==> src/rtl/boot_sequencer_if.sv <==
// Loader write port, CPU fetch port and program-memory port.
// slave is the sequencer side; master is the environment side.
interface boot_sequencer_if #(
  parameter int ADDR_W = 8,
  parameter int DATA_W = 32
);
  logic              ld_valid;
  logic              ld_ready;
  logic [ADDR_W-1:0] ld_addr;
  logic [DATA_W-1:0] ld_data;
  logic              cpu_req;
  logic [ADDR_W-1:0] cpu_addr;
  logic              cpu_ack;
  logic [DATA_W-1:0] cpu_rdata;
  logic              mem_we;
  logic [ADDR_W-1:0] mem_addr;
  logic [DATA_W-1:0] mem_wdata;
  logic [DATA_W-1:0] mem_rdata;

  modport slave (
    input  ld_valid, ld_addr, ld_data,
    input  cpu_req, cpu_addr, mem_rdata,
    output ld_ready, cpu_ack, cpu_rdata,
    output mem_we, mem_addr, mem_wdata
  );

  modport master (
    output ld_valid, ld_addr, ld_data,
    output cpu_req, cpu_addr, mem_rdata,
    input  ld_ready, cpu_ack, cpu_rdata,
    input  mem_we, mem_addr, mem_wdata
  );
endinterface

==> src/rtl/boot_sequencer.sv <==
// Boot/load/run sequencer owning the program-memory port.
// Define SINGLE_STEP_EN for the debounced manual step button.
module boot_sequencer #(
  parameter int ADDR_W       = 8,
  parameter int DATA_W       = 32,
  parameter int STEP_DIV     = 5000000,
  parameter int LOAD_TIMEOUT = 2700000,
  parameter int RST_HOLD     = 16
) (
  input  logic              clk,
  input  logic              reset,
  boot_sequencer_if.slave   bus,
  output logic              cpu_reset,
  output logic              cpu_enable,
  output logic              cpu_step,
  output logic [1:0]        state,
  output logic [ADDR_W:0]   load_count
`ifdef SINGLE_STEP_EN
  ,
  input  logic              step_mode,
  input  logic              step_btn
`endif
);

  typedef enum logic [1:0] {
    S_BOOT = 2'd0,
    S_WAIT = 2'd1,
    S_LOAD = 2'd2,
    S_RUN  = 2'd3
  } state_t;

  localparam int HW = $clog2(RST_HOLD + 1);
  localparam int IW = $clog2(LOAD_TIMEOUT + 1);
  localparam int SW = $clog2(STEP_DIV + 1);

  localparam logic [HW-1:0] HOLD_LAST = HW'(RST_HOLD - 1);
  localparam logic [IW-1:0] IDLE_LAST = IW'(LOAD_TIMEOUT - 1);
  localparam logic [SW-1:0] STEP_LAST = SW'(STEP_DIV - 1);
  localparam logic [ADDR_W:0] CNT_MAX = {1'b1, {ADDR_W{1'b0}}};
  localparam logic [ADDR_W:0] CNT_ONE = (ADDR_W+1)'(1);

  state_t            st_q, st_d;
  logic [HW-1:0]     hold_q;
  logic [IW-1:0]     idle_q;
  logic [SW-1:0]     step_q;
  logic              step_o;
  logic              pend_q;
  logic [DATA_W-1:0] rdata_q;

  logic ld_ok;
  logic run;
  logic wr;
  logic issue;
  logic abort;
  logic ack;
  logic manual;
  logic btn_rise;

`ifdef SINGLE_STEP_EN
  logic [1:0]  sync_q;
  logic        db_q;
  logic        db_prev_q;
  logic [15:0] db_cnt_q;

  // Two-flop synchronizer for the raw button.
  always_ff @(posedge clk or posedge reset) begin
    if (reset) sync_q <= 2'b00;
    else       sync_q <= {sync_q[0], step_btn};
  end

  // Accept a new button level only after 2^16 stable cycles.
  always_ff @(posedge clk or posedge reset) begin
    if (reset) begin
      db_q      <= 1'b0;
      db_prev_q <= 1'b0;
      db_cnt_q  <= '0;
    end else begin
      db_prev_q <= db_q;
      if (sync_q[1] == db_q) begin
        db_cnt_q <= '0;
      end else if (&db_cnt_q) begin
        db_q     <= sync_q[1];
        db_cnt_q <= '0;
      end else begin
        db_cnt_q <= db_cnt_q + 16'd1;
      end
    end
  end

  assign manual   = step_mode;
  assign btn_rise = db_q & ~db_prev_q;
`else
  assign manual   = 1'b0;
  assign btn_rise = 1'b0;
`endif

  // Next state and memory-port arbitration.
  always_comb begin
    st_d  = st_q;
    ld_ok = 1'b0;
    run   = 1'b0;
    issue = 1'b0;
    unique case (st_q)
      S_BOOT: begin
        if (hold_q == HOLD_LAST) st_d = S_WAIT;
      end
      S_WAIT: begin
        ld_ok = 1'b1;
        if (bus.ld_valid) st_d = S_LOAD;
      end
      S_LOAD: begin
        ld_ok = 1'b1;
        if (!bus.ld_valid && idle_q == IDLE_LAST)
          st_d = S_RUN;
      end
      S_RUN: begin
        run   = 1'b1;
        issue = bus.cpu_req & ~pend_q;
        if (bus.ld_valid) st_d = S_LOAD;
      end
      default: st_d = S_BOOT;
    endcase
  end

  assign wr    = bus.ld_valid & ld_ok;
  assign abort = run & bus.ld_valid;
  assign ack   = run & pend_q & ~bus.ld_valid;

  // Writes win the port; a fetch address is only driven in RUN.
  always_comb begin
    bus.mem_we    = wr;
    bus.mem_addr  = '0;
    bus.mem_wdata = '0;
    if (wr) begin
      bus.mem_addr  = bus.ld_addr;
      bus.mem_wdata = bus.ld_data;
    end else if (issue) begin
      bus.mem_addr  = bus.cpu_addr;
    end
  end

  assign bus.ld_ready  = ld_ok;
  assign bus.cpu_ack   = ack;
  assign bus.cpu_rdata = ack ? bus.mem_rdata : rdata_q;
  assign cpu_reset     = ~run;
  assign cpu_enable    = run;
  assign cpu_step      = step_o;
  assign state         = st_q;

  // State register.
  always_ff @(posedge clk or posedge reset) begin
    if (reset) st_q <= S_BOOT;
    else       st_q <= st_d;
  end

  // Reset-hold counter while in BOOT.
  always_ff @(posedge clk or posedge reset) begin
    if (reset)
      hold_q <= '0;
    else if (st_q == S_BOOT && hold_q != HOLD_LAST)
      hold_q <= hold_q + HW'(1);
  end

  // Idle counter: cleared outside LOAD and by every write.
  always_ff @(posedge clk or posedge reset) begin
    if (reset)
      idle_q <= '0;
    else if (st_q != S_LOAD || wr)
      idle_q <= '0;
    else if (idle_q != IDLE_LAST)
      idle_q <= idle_q + IW'(1);
  end

  // Saturating count of words in the current load.
  always_ff @(posedge clk or posedge reset) begin
    if (reset)
      load_count <= '0;
    else if (abort)
      load_count <= '0;
    else if (wr && load_count != CNT_MAX)
      load_count <= load_count + CNT_ONE;
  end

  // One read in flight; hold the last fetched word.
  always_ff @(posedge clk or posedge reset) begin
    if (reset) begin
      pend_q  <= 1'b0;
      rdata_q <= '0;
    end else begin
      pend_q <= issue;
      if (ack) rdata_q <= bus.mem_rdata;
    end
  end

  // Step strobe: free-running divider or debounced button.
  always_ff @(posedge clk or posedge reset) begin
    if (reset) begin
      step_q <= '0;
      step_o <= 1'b0;
    end else if (!run || abort) begin
      step_q <= '0;
      step_o <= 1'b0;
    end else if (manual) begin
      step_q <= '0;
      step_o <= btn_rise;
    end else if (step_q == STEP_LAST) begin
      step_q <= '0;
      step_o <= 1'b1;
    end else begin
      step_q <= step_q + SW'(1);
      step_o <= 1'b0;
    end
  end

endmodule

==> src/flat_wrapper.sv <==
// flat-port wrapper written by rule: the top's interface ports become plain ports
module boot_sequencer_flat 
#(
  parameter int ADDR_W       = 8,
  parameter int DATA_W       = 32,
  parameter int STEP_DIV     = 5000000,
  parameter int LOAD_TIMEOUT = 2700000,
  parameter int RST_HOLD     = 16
)
  (clk, reset, cpu_reset, cpu_enable, cpu_step, state, load_count, bus_ld_valid, bus_ld_addr, bus_ld_data, bus_cpu_req, bus_cpu_addr, bus_mem_rdata, bus_ld_ready, bus_cpu_ack, bus_cpu_rdata, bus_mem_we, bus_mem_addr, bus_mem_wdata);
  boot_sequencer_if #(.ADDR_W(ADDR_W), .DATA_W(DATA_W)) bus_i ();
  input  logic clk;
  input  logic reset;
  output logic cpu_reset;
  output logic cpu_enable;
  output logic cpu_step;
  output logic [1:0] state;
  output logic [ADDR_W:0] load_count;
  input wire logic [$bits(bus_i.ld_valid)-1:0] bus_ld_valid;
  input wire logic [$bits(bus_i.ld_addr)-1:0] bus_ld_addr;
  input wire logic [$bits(bus_i.ld_data)-1:0] bus_ld_data;
  input wire logic [$bits(bus_i.cpu_req)-1:0] bus_cpu_req;
  input wire logic [$bits(bus_i.cpu_addr)-1:0] bus_cpu_addr;
  input wire logic [$bits(bus_i.mem_rdata)-1:0] bus_mem_rdata;
  output wire logic [$bits(bus_i.ld_ready)-1:0] bus_ld_ready;
  output wire logic [$bits(bus_i.cpu_ack)-1:0] bus_cpu_ack;
  output wire logic [$bits(bus_i.cpu_rdata)-1:0] bus_cpu_rdata;
  output wire logic [$bits(bus_i.mem_we)-1:0] bus_mem_we;
  output wire logic [$bits(bus_i.mem_addr)-1:0] bus_mem_addr;
  output wire logic [$bits(bus_i.mem_wdata)-1:0] bus_mem_wdata;
  assign bus_i.ld_valid = bus_ld_valid;
  assign bus_i.ld_addr = bus_ld_addr;
  assign bus_i.ld_data = bus_ld_data;
  assign bus_i.cpu_req = bus_cpu_req;
  assign bus_i.cpu_addr = bus_cpu_addr;
  assign bus_i.mem_rdata = bus_mem_rdata;
  assign bus_ld_ready = bus_i.ld_ready;
  assign bus_cpu_ack = bus_i.cpu_ack;
  assign bus_cpu_rdata = bus_i.cpu_rdata;
  assign bus_mem_we = bus_i.mem_we;
  assign bus_mem_addr = bus_i.mem_addr;
  assign bus_mem_wdata = bus_i.mem_wdata;
  boot_sequencer #(.ADDR_W(ADDR_W), .DATA_W(DATA_W), .STEP_DIV(STEP_DIV), .LOAD_TIMEOUT(LOAD_TIMEOUT), .RST_HOLD(RST_HOLD)) u_core (.clk(clk), .reset(reset), .bus(bus_i), .cpu_reset(cpu_reset), .cpu_enable(cpu_enable), .cpu_step(cpu_step), .state(state), .load_count(load_count));
endmodule
==> config.mk <==
export PLATFORM = sky130hd
export DESIGN_NAME = boot_sequencer_flat
export DESIGN_NICKNAME = d
export VERILOG_FILES = /design/src/rtl/boot_sequencer_if.sv /design/src/rtl/boot_sequencer.sv /design/src/flat_wrapper.sv
export SDC_FILE = /design/constraint.sdc
export NUM_CORES = 1
export LEC_CHECK = 0
export ABC_AREA = 1
export BUFFER_PORTS_ARGS = -buffer_cell sky130_fd_sc_hd__buf_2
export CAP_MARGIN = 20
export CORE_ASPECT_RATIO = 0.9
export CORE_MARGIN = 2
export CORE_UTILIZATION = 50
export DETAILED_ROUTE_END_ITERATION = 6
export PLACE_DENSITY = 0.76
export SYNTH_ARGS = -nofsm -noshare
export SYNTH_HDL_FRONTEND = slang
export SYNTH_SLANG_ARGS = --single-unit
==> constraint.sdc <==
create_clock -name clk -period 4.8 [get_ports clk]
set_input_delay 1.44 -clock clk [delete_from_list [all_inputs] [get_ports clk]]
set_output_delay 1.44 -clock clk [all_outputs]
set_load 0.05 [all_outputs]
; ---- Word-level counts from Yosys, hierarchy flattened
; Cells that the tools add are included.
; Widths: inputs -> output; s select.
[word_totals]
word_cells = 65
n_memories = 0
mem_bits_rw = 0
output_inout_bits = 89
latch_bits = 0
mem_bits_ro = 0
ff_bits = 95
[classes]
n_mux = 19
n_addsub = 4
reduce_logical = 13
mul = 0
n_div = 0
shifts = 0
magnitude_cmp = 0
eq_ne = 13
bitwise_logic = 8
[op_table]
columns = operator, n
row1 = $mux 32, 2
row2 = $mux 23, 2
row3 = $mux 22, 2
row4 = $add 23x1->23 const B, 1
row5 = $eq 23x23->1 const B, 1
row6 = $add 22x1->22 const B, 1
row7 = $eq 22x22->1 const B, 1
row8 = $ne 22x22->1 const B, 1
row9 = $mux 9, 2
row10 = $mux 8, 2
row11 = $add 9x1->9 const B, 1
row12 = $ne 9x9->1 const B, 1
row13 = $mux 2, 3
row14 = $ne 2x1->1 const B, 3
row15 = $pmux 2 s3, 1
row16 = $add 5x1->5 const B, 1
row17 = $and 1x1->1, 5
row18 = $eq 5x4->1 const B, 1
row19 = $mux 1, 5
row20 = $ne 5x4->1 const B, 1
row21 = $eq 2x2->1 const B, 2
row22 = $reduce_bool 2->1, 2
row23 = $reduce_or 2->1, 2
row24 = $logic_and 1x1->1, 3
row25 = other kinds (7), 11

; ---- Depth between registers and ports, before layout
; Gate-level depths: netlist of the first run.
[depth]
ltp_word = 7
mapped_depth = 10
depth_no_buf = 10

; ---- Least setup slack after synthesis of the first run
; No wires, ideal clock.
[synth_timing]
path_kind = register to output
from = register u_core.st_q[1] (netlist: u_core.state[1])
to = output bus_cpu_rdata[22]
slack_ns = 0.559
required_ns = 3.360
arrival_ns = 2.801
stages_incl_launch_ff = 9
cell_sequence = dfrtp_1 -> ha_1 -> inv_2 -> nor2_2 -> nand2_1 -> inv_2 -> buf_2 -> nand2_1 -> nand2_1
[synth_via]
elab_chain_cells = 5
[synth_rtl]
columns = item, line
row1 = start: declaration, boot_sequencer.sv:42  ; state_t st_q, st_d;
row2 = start signal: assignment, boot_sequencer.sv:153  ; else st_q <= st_d;
row3 = $eq 2x2->1, boot_sequencer.sv:103  ; unique case (st_q)
row4 = $mux 1, boot_sequencer.sv:103
row5 = via cpu_enable, flat_wrapper.sv:15  ; output logic cpu_enable;
row6 = $and 1x1->1 (2 in series), boot_sequencer.sv:127  ; assign ack = run & pend_q & ~bus.ld_valid;
row7 = via bus_cpu_ack, flat_wrapper.sv:26  ; output wire logic [$bits(bus_i.cpu_ack)-1:0] bus_cpu_ack;
row8 = $mux 32, n/a
row9 = end: declaration, flat_wrapper.sv:27  ; output wire logic [$bits(bus_i.cpu_rdata)-1:0] bus_cpu_rdata;
; The timed path passes the listed nets, and every way through them passes these cells.

; ---- Worst setup path in the final report of the first run
[layout_timing]
from = input bus_ld_valid
to = output bus_cpu_rdata[8]
[layout_via]
elab_chain_cells = 3
[layout_rtl]
columns = item, line
row1 = start: declaration, flat_wrapper.sv:19  ; input wire logic [$bits(bus_i.ld_valid)-1:0] bus_ld_valid;
row2 = $not 1->1, boot_sequencer.sv:127
row3 = $and 1x1->1, boot_sequencer.sv:127
row4 = $mux 32, n/a
; No other way between the ends.

==> results of run 1 <==
## layout make-up
type                    count  area share, %
multi-input cells         527           37.8
clock inverters             7          0.950
inverters                  96           5.51
flip-flops and latches     95           36.1
diodes                      1         0.0380
repair buffers            178           13.8
clock buffers               9           3.42
well taps                 129           2.45
## final timing paths
path	cells past startpoint	to	startpoint
hold / removal	2	u_core.rdata_q[19]$_DFF_PP0_	u_core.rdata_q[19]$_DFF_PP0_
setup reg to reg	8	u_core.load_count[2]$_DFFE_PP0P_	u_core.state[0]$_DFFE_PP0P_
setup / recovery	7	bus_cpu_rdata[8]	bus_ld_valid
hold reg to reg	2	u_core.rdata_q[19]$_DFF_PP0_	u_core.rdata_q[19]$_DFF_PP0_
min in group asynchronous	2	u_core.step_q[18]$_DFF_PP0_	reset
max in group asynchronous	3	u_core.step_q[20]$_DFF_PP0_	reset
## kinds of logic after synthesis
group	count (synthesis)	synth area share, %
compound gates	35	3.48
xor+xnor	18	2.98
fa+ha+maj	11	2.60
buf+inv	110	7.96
flops	95	45.0
simple gates	463	38.0
## registers in the layout, indices dropped and copies added (netlist names)
name	count
u_core.rdata_q	32
u_core.step_q	23
u_core.idle_q	22
u_core.load_count	9
u_core.hold_q	5
u_core.state	2
u_core.cpu_step	1
u_core.pend_q	1
## layer usage
layer / wire length (um) / GRT usage (%) / part of all wire [%]
met1: 5620 / 28.6 / 43
met4: 298 / 9.47 / 2.3
met5: 0 / 0 / 0
met2: 6530 / 41.5 / 50
met3: 671 / 4.31 / 5.1
## stage by stage
step	std cells	worst slack (ns)	cell area (um2)
after detailed placement	1025	0.557	6290
after global routing	1042	0.407	6580
after global placement	1025	0.572	6290
after CTS	1041	0.557	6580
final	1042	0.548	6580
after floorplan	732	0.559	5280
## layout by cell type, fill, tap and decap left out, types with 2 or more instances in the layout
| cell type | synthesis | layout |
|---|---|---|
| nor3_4 | 2 | 2 |
| clkinv_4 | 0 | 2 |
| clkbuf_16 | 0 | 9 |
| inv_6 | 0 | 3 |
| inv_1 | 90 | 89 |
| nor4_1 | 3 | 3 |
| buf_4 | 1 | 6 |
| a21oi_1 | 11 | 11 |
| nand2_2 | 4 | 4 |
| nor2_4 | 3 | 3 |
| xnor2_1 | 4 | 4 |
| dfrtp_1 | 95 | 95 |
| nor2_1 | 114 | 114 |
| ha_1 | 11 | 11 |
| o21ai_0 | 9 | 9 |
| buf_2 | 3 | 172 |
| nand3_1 | 54 | 54 |
| nor3_1 | 16 | 16 |
| nand3_2 | 4 | 4 |
| nand4_1 | 15 | 15 |
| o21ai_1 | 11 | 11 |
| xor2_1 | 14 | 14 |
| nor2_2 | 6 | 6 |
| nand2_1 | 235 | 235 |
| or2_2 | 3 | 3 |
| inv_2 | 5 | 5 |
## critical path: stages
cell	delay (ns)
buf_2	0.14
nor2_2	0.21
nand2_1	0.11
inv_2	0.40
nand2_1	0.11
nand2_1	0.12
buf_2	0.27
## report_power, final
| group | switching [mW] | internal, mW | total [mW] |
|---|---|---|---|
| clock network | 0.330 | 0.362 | 0.693 |
| registers | 0.0699 | 0.940 | 1.01 |
| logic | 1.44 | 0.359 | 1.80 |
==> out/summary.txt, run 1 <==
status -> completed
Yosys reg bits -> 95
Mean Syn Cell Area -> 7.22 um2
Post-Route Setup TNS -> 0 ns
final hold slack -> 0.472 ns
DPL Wire Length -> 10000 um
vias in the first global route -> 4755
die span in x -> 112 um
initial antenna violation count -> 1
gpl congestion -> 0.945
drt wl/cell -> 12.6 um
layout cells sized above 1 -> 24.7%
achievable frequency -> 235 MHz
Ys Warns -> 0
largest net degree at the start of global routing -> 43
Final nets -> 1002
Multi-input gate area -> 2490 um2
Max transition margin -> 65.8%
Post-synth EDFFs -> 0
Critical Path AT -> 2.81 ns
worst vdd ir -> 382 uV
share of the synthesized area in the top cell type -> 45.0%
CP Launch Type -> input pin
area leader, netlist -> dfrtp_1
CP Max Fanout -> 33
Leakage -> 3.55 nW
CTS Hold Bufs -> 0
worst hold path type -> reg -> reg
MaxCap Viol Count -> 0
Pwr per Cell Area -> 531 nW/um2
1st-iter DRT viols -> 250
DR vias/cell -> 4.91
worst-skew pair later-pin latency -> 0.34 ns
die height -> 102 um
Final setup viols -> 0
CTS tree -> built
grt total ovfl -> 0
Total Routing Usage GR -> 23.4%
register area -> 2380 um2
Critical Path RT -> 3.36 ns
Tot Pwr -> 3.50 mW
asr flop ratio synth -> 100%
cts bufs inserted -> 9
Clock H-tree levels -> 3
crit path time final -> 4.25 ns
via count -> 5114
most frequent cell after synthesis -> nand2_1
# port buffers -> 172
Final ANT Viol Nets -> 0
top post-synthesis cells by area -> dfrtp_1 (45%), nand2_1 (17%), nor2_1 (8.1%)
RSZ-0062 raised after global routing -> false
crit share post-route -> 88.6%
Layout fillers -> 941
core area -> 10200 um2
number of cell rows -> 35
routed wire length -> 13100 um
Final Core Density -> 64.2%
synth cell count leaders -> nand2_1 (235), nor2_1 (114), dfrtp_1 (95)
Mapped Area -> 5280 um2
register area share after synthesis -> 45.0%
critical setup path kind -> in -> out
clock transition at the registers of the reported paths -> 0.07 ns
critical path endpoint category -> primary output
TritonCTS Sinks -> 95
io pins -> 173
Primary FF master, synth -> dfrtp_1
first-pass GRT wire length -> 21600 um
Final Hold Vio Count -> 0
clock root cell -> clkbuf_16
Post-route DRC -> 0
Cells after Synth -> 732
Pins Over Slew Limit -> 0
worst reg2reg setup slack -> 2.72 ns
Clock Tree Buf Depth -> 2
Area growth syn-to-layout -> 24.6%
initial core utilization -> 51.6%
Slew @ Worst Pin -> 0.513 ns
post_cts resized -> 0
DRT Pass-1 Iters -> 4
die area -> 11400 um2
Net Count, Synth -> 827
skew final -> 0.00854 ns
Synth cell types -> 33
post-CTS setup buffer count -> 0
(Power assumes the default switching activity.)
==> inputs of run 2 (changes only) <==
Settings changed: ABC_AREA 1 to 0, CAP_MARGIN 20 to unset, PLACE_DENSITY 0.76 to 0.78.
==> run 2 against run 1 <==
- combinational power is 12% lower
- maximum frequency is 0.89% lower
- final cell count is 27% lower
- critical endpoint is now bus_mem_addr[7]
- setup slack worse by 0.038 ns
- clock skew is 0.0058 ns higher
- largest power group unchanged
- sequential power hardly changed
- global-route usage is 1.9 points lower
- highest routed layer unchanged
- count of clock-buffer cells in the layout stayed put
- clock power is 25% lower
- routed wire length is 14% lower
==> out/summary.txt, run 2 <==
clock root cell -> clkbuf_8
top flop regs -> u_core.rdata_q (32), u_core.step_q (23), u_core.idle_q (22)
placed cell count -> 746 (-27%)
MaxCap Viol Count -> 0 (unchanged)
Final ANT Viol Nets -> 0 (unchanged)
Final setup viols -> 0 (unchanged)
asr flop ratio synth -> 100% (unchanged)
WL met3 -> 689 um (+2.7%)
Multi-input gate area -> 2230 um2 (-10%)
max layer used -> met4
TritonCTS Sinks -> 95 (unchanged)
Total Routing Usage GR -> 21.5% (-1.9 points)
Net Count, Synth -> 559 (-32%)
DR vias/cell -> 5.18 (+5.5%)
Buf/Inv on CP -> 3 (unchanged)
ant diodes -> 0 (-1)
Max transition margin -> 44.0% (-22 points)
Layout fillers -> 758 (-19%)
gpl congestion -> 0.862 (-8.8%)
1st-iter DRT viols -> 214 (-14%)
worst-skew pair later-pin latency -> 0.37 ns (+0.03 ns)
Slew @ Worst Pin -> 0.838 ns (+0.325 ns)
Mapped Area -> 4750 um2 (-10%)
via count -> 3946 (-23%)
io pins -> 173 (unchanged)
crit share post-route -> 89.4% (+0.80 points)
CTS Hold Bufs -> 0 (unchanged)
Final nets -> 730 (-27%)
Pins Over Slew Limit -> 0 (unchanged)
Post-Route Setup TNS -> 0 ns (unchanged)
largest net degree at the start of global routing -> 52 (+21%)
post-CTS setup buffer count -> 0 (unchanged)
synth cell count leaders -> dfrtp_1 (95), nor2_1 (66), and3_1 (41)
Biggest register -> u_core.rdata_q
die span in x -> 107 um (-5.0%)
first-pass GRT wire length -> 17400 um (-20%)
DPL Wire Length -> 8540 um (-15%)
register area share after synthesis -> 50.0% (+5.0 points)
CTS tree -> built
cts bufs inserted -> 9 (unchanged)
Primary FF master, synth -> dfrtp_1
final hold slack -> 0.478 ns (+0.00572 ns)
commonest non-fill, non-tap cell in the layout -> buf_2
Yosys reg bits -> 95 (unchanged)
critical path endpoint category -> primary output
Area growth syn-to-layout -> 24.4%
Synth cell types -> 41 (+24%)
Tot Pwr -> 3.12 mW (-11%)
most frequent cell after synthesis -> dfrtp_1
crit path time final -> 4.29 ns (+0.0383 ns)
core area -> 9170 um2 (-11%)
post-route insts no fill -> 762 (-27%)
register area -> 2380 um2 (unchanged)
CP max-delay cell -> ha_1
worst hold path type -> reg -> reg
RSZ-0062 raised after global routing -> false
critical setup path kind -> reg -> out
vias in the first global route -> 3722 (-22%)
Mean Syn Cell Area -> 10.2 um2 (+42%)
# port buffers -> 172 (unchanged)
status -> completed
max reg flops -> 32 (unchanged)
worst vdd ir -> 322 uV (-16%)
initial core utilization -> 51.9% (+0.29 points)
CP Cell Sequence -> inv_1 -> ha_1 -> nand2_1 -> inv_1 -> nand2_1 -> nand2_1 -> buf_2
crit-path most repeated cell -> nand2_1
Critical Path RT -> 3.36 ns (about the same)
die height -> 96.5 um (-4.9%)
routed wire length -> 11200 um (-14%)
WL met2 -> 5440 um (-17%)
grt total ovfl -> 0 (unchanged)
Post-route DRC -> 0 (unchanged)
initial antenna violation count -> 0 (-1)
drt wl/cell -> 14.7 um (+17%)
top post-synthesis cells by area -> dfrtp_1 (50%), mux2_2 (7.6%), and3_1 (5.4%)
Leakage -> 3.04 nW (-15%)
number of cell rows -> 33 (-5.7%)
die area -> 10300 um2 (-9.7%)
Pwr per Cell Area -> 528 nW/um2 (-0.64%)
Final Hold Vio Count -> 0 (unchanged)
clock transition at the registers of the reported paths -> 0.10 ns (+0.03 ns)
post_cts resized -> 0 (unchanged)
Final Core Density -> 64.5% (+0.25 points)
Clock Tree Buf Depth -> 2 (unchanged)
share of the synthesized area in the top cell type -> 50.0% (+5.0 points)
CP top delay family -> buffers and inverters
Cells after Synth -> 464 (-37%)
achievable frequency -> 233 MHz (-0.89%)
CP Launch Type -> flop
WL met1 -> 4700 um (-16%)
CP Max Fanout -> 34 (+3.0%)
max incr delay on CP -> 0.73 ns (+0.33 ns)
area leader, netlist -> dfrtp_1
DRT Pass-1 Iters -> 4 (unchanged)
Ys Warns -> 0 (unchanged)
Critical Path AT -> 2.85 ns (+0.04 ns)
skew final -> 0.0144 ns (+0.00584 ns)
most frequent cells in the layout -> buf_2 (172), dfrtp_1 (95), nor2_1 (66)
layout cells sized above 1 -> 36.9% (+12 points)
Clock H-tree levels -> 3 (unchanged)
Post-synth EDFFs -> 0 (unchanged)
[run 2: worst reg2reg max path: stages, from the launching register on]
cell and delay, ns:
dfrtp_1 0.43, inv_1 0.10, ha_1 0.73, nand2_1 0.42
a41oi_2 0.47, and4_1 0.28, xnor2_1 0.12, nor2_1 0.05
[run 2: worst paths after layout]
| kind | startpoint | endpoint | slack (ns) | depth (start not counted) |
|---|---|---|---|---|
| setup / recovery | u_core.state[0]$_DFFE_PP0P_ | bus_mem_addr[7] | 0.51 | 7 |
| hold / removal | u_core.hold_q[3]$_DFFE_PP0P_ | u_core.hold_q[3]$_DFFE_PP0P_ | 0.48 | 1 |
| setup reg to reg | u_core.state[0]$_DFFE_PP0P_ | u_core.load_count[7]$_DFFE_PP0P_ | 2.09 | 7 |
| hold reg to reg | u_core.hold_q[3]$_DFFE_PP0P_ | u_core.hold_q[3]$_DFFE_PP0P_ | 0.48 | 1 |
| max in group asynchronous | reset | u_core.load_count[3]$_DFFE_PP0P_ | 2.75 | 3 |
| min in group asynchronous | reset | u_core.rdata_q[12]$_DFF_PP0_ | 1.20 | 2 |
[run 2: metrics by stage]
step	setup WS [ns]	instance area (um2)
final	0.509	5910
after floorplan	0.341	4750
after detailed placement	0.605	5720
after CTS	0.553	5910
after global routing	0.214	5910
after global placement	0.634	5720
[run 2: layout make-up]
| cell class | count | area share [%] |
|---|---|---|
| well taps | 122 | 2.58 |
| flip-flops and latches | 95 | 40.2 |
| clock buffers | 9 | 2.10 |
| multi-input cells | 336 | 37.7 |
| inverters | 16 | 1.04 |
| repair buffers | 177 | 15.2 |
| clock inverters | 7 | 1.23 |
[run 2: cells by family (layout without fill, tap and decap cells)]
kind of cell	count (synthesis)	after routing	synth area share (%)
DFF	95	95	50.0
xor gates and xnor gates	49	49	9.03
buffers and inverters	33	209	3.16
AOI/OAI and AO/OA	11	11	1.71
adders and majority gates	11	11	2.90
muxes	34	34	8.00
and+or+nand+nor	231	231	25.2
[run 2: routing by layer]
layer / track usage [%] / vias to the layer above
met1: 26.5 / 1838
li1: - / 1934
met5: 0 / -
met3: 5.70 / 23
met2: 36.1 / 151
met4: 9.09 / 0
[run 2: power breakdown]
| group | internal (mW) | switching [mW] | leakage [nW] | total, mW |
|---|---|---|---|---|
| Combinational | 0.377 | 1.20 | 1.68 | 1.58 |
| Sequential | 0.955 | 0.0710 | 1.26 | 1.03 |
| Clock | 0.206 | 0.315 | 0.0974 | 0.520 |
| Total | 1.54 | 1.58 | 3.04 | 3.12 |
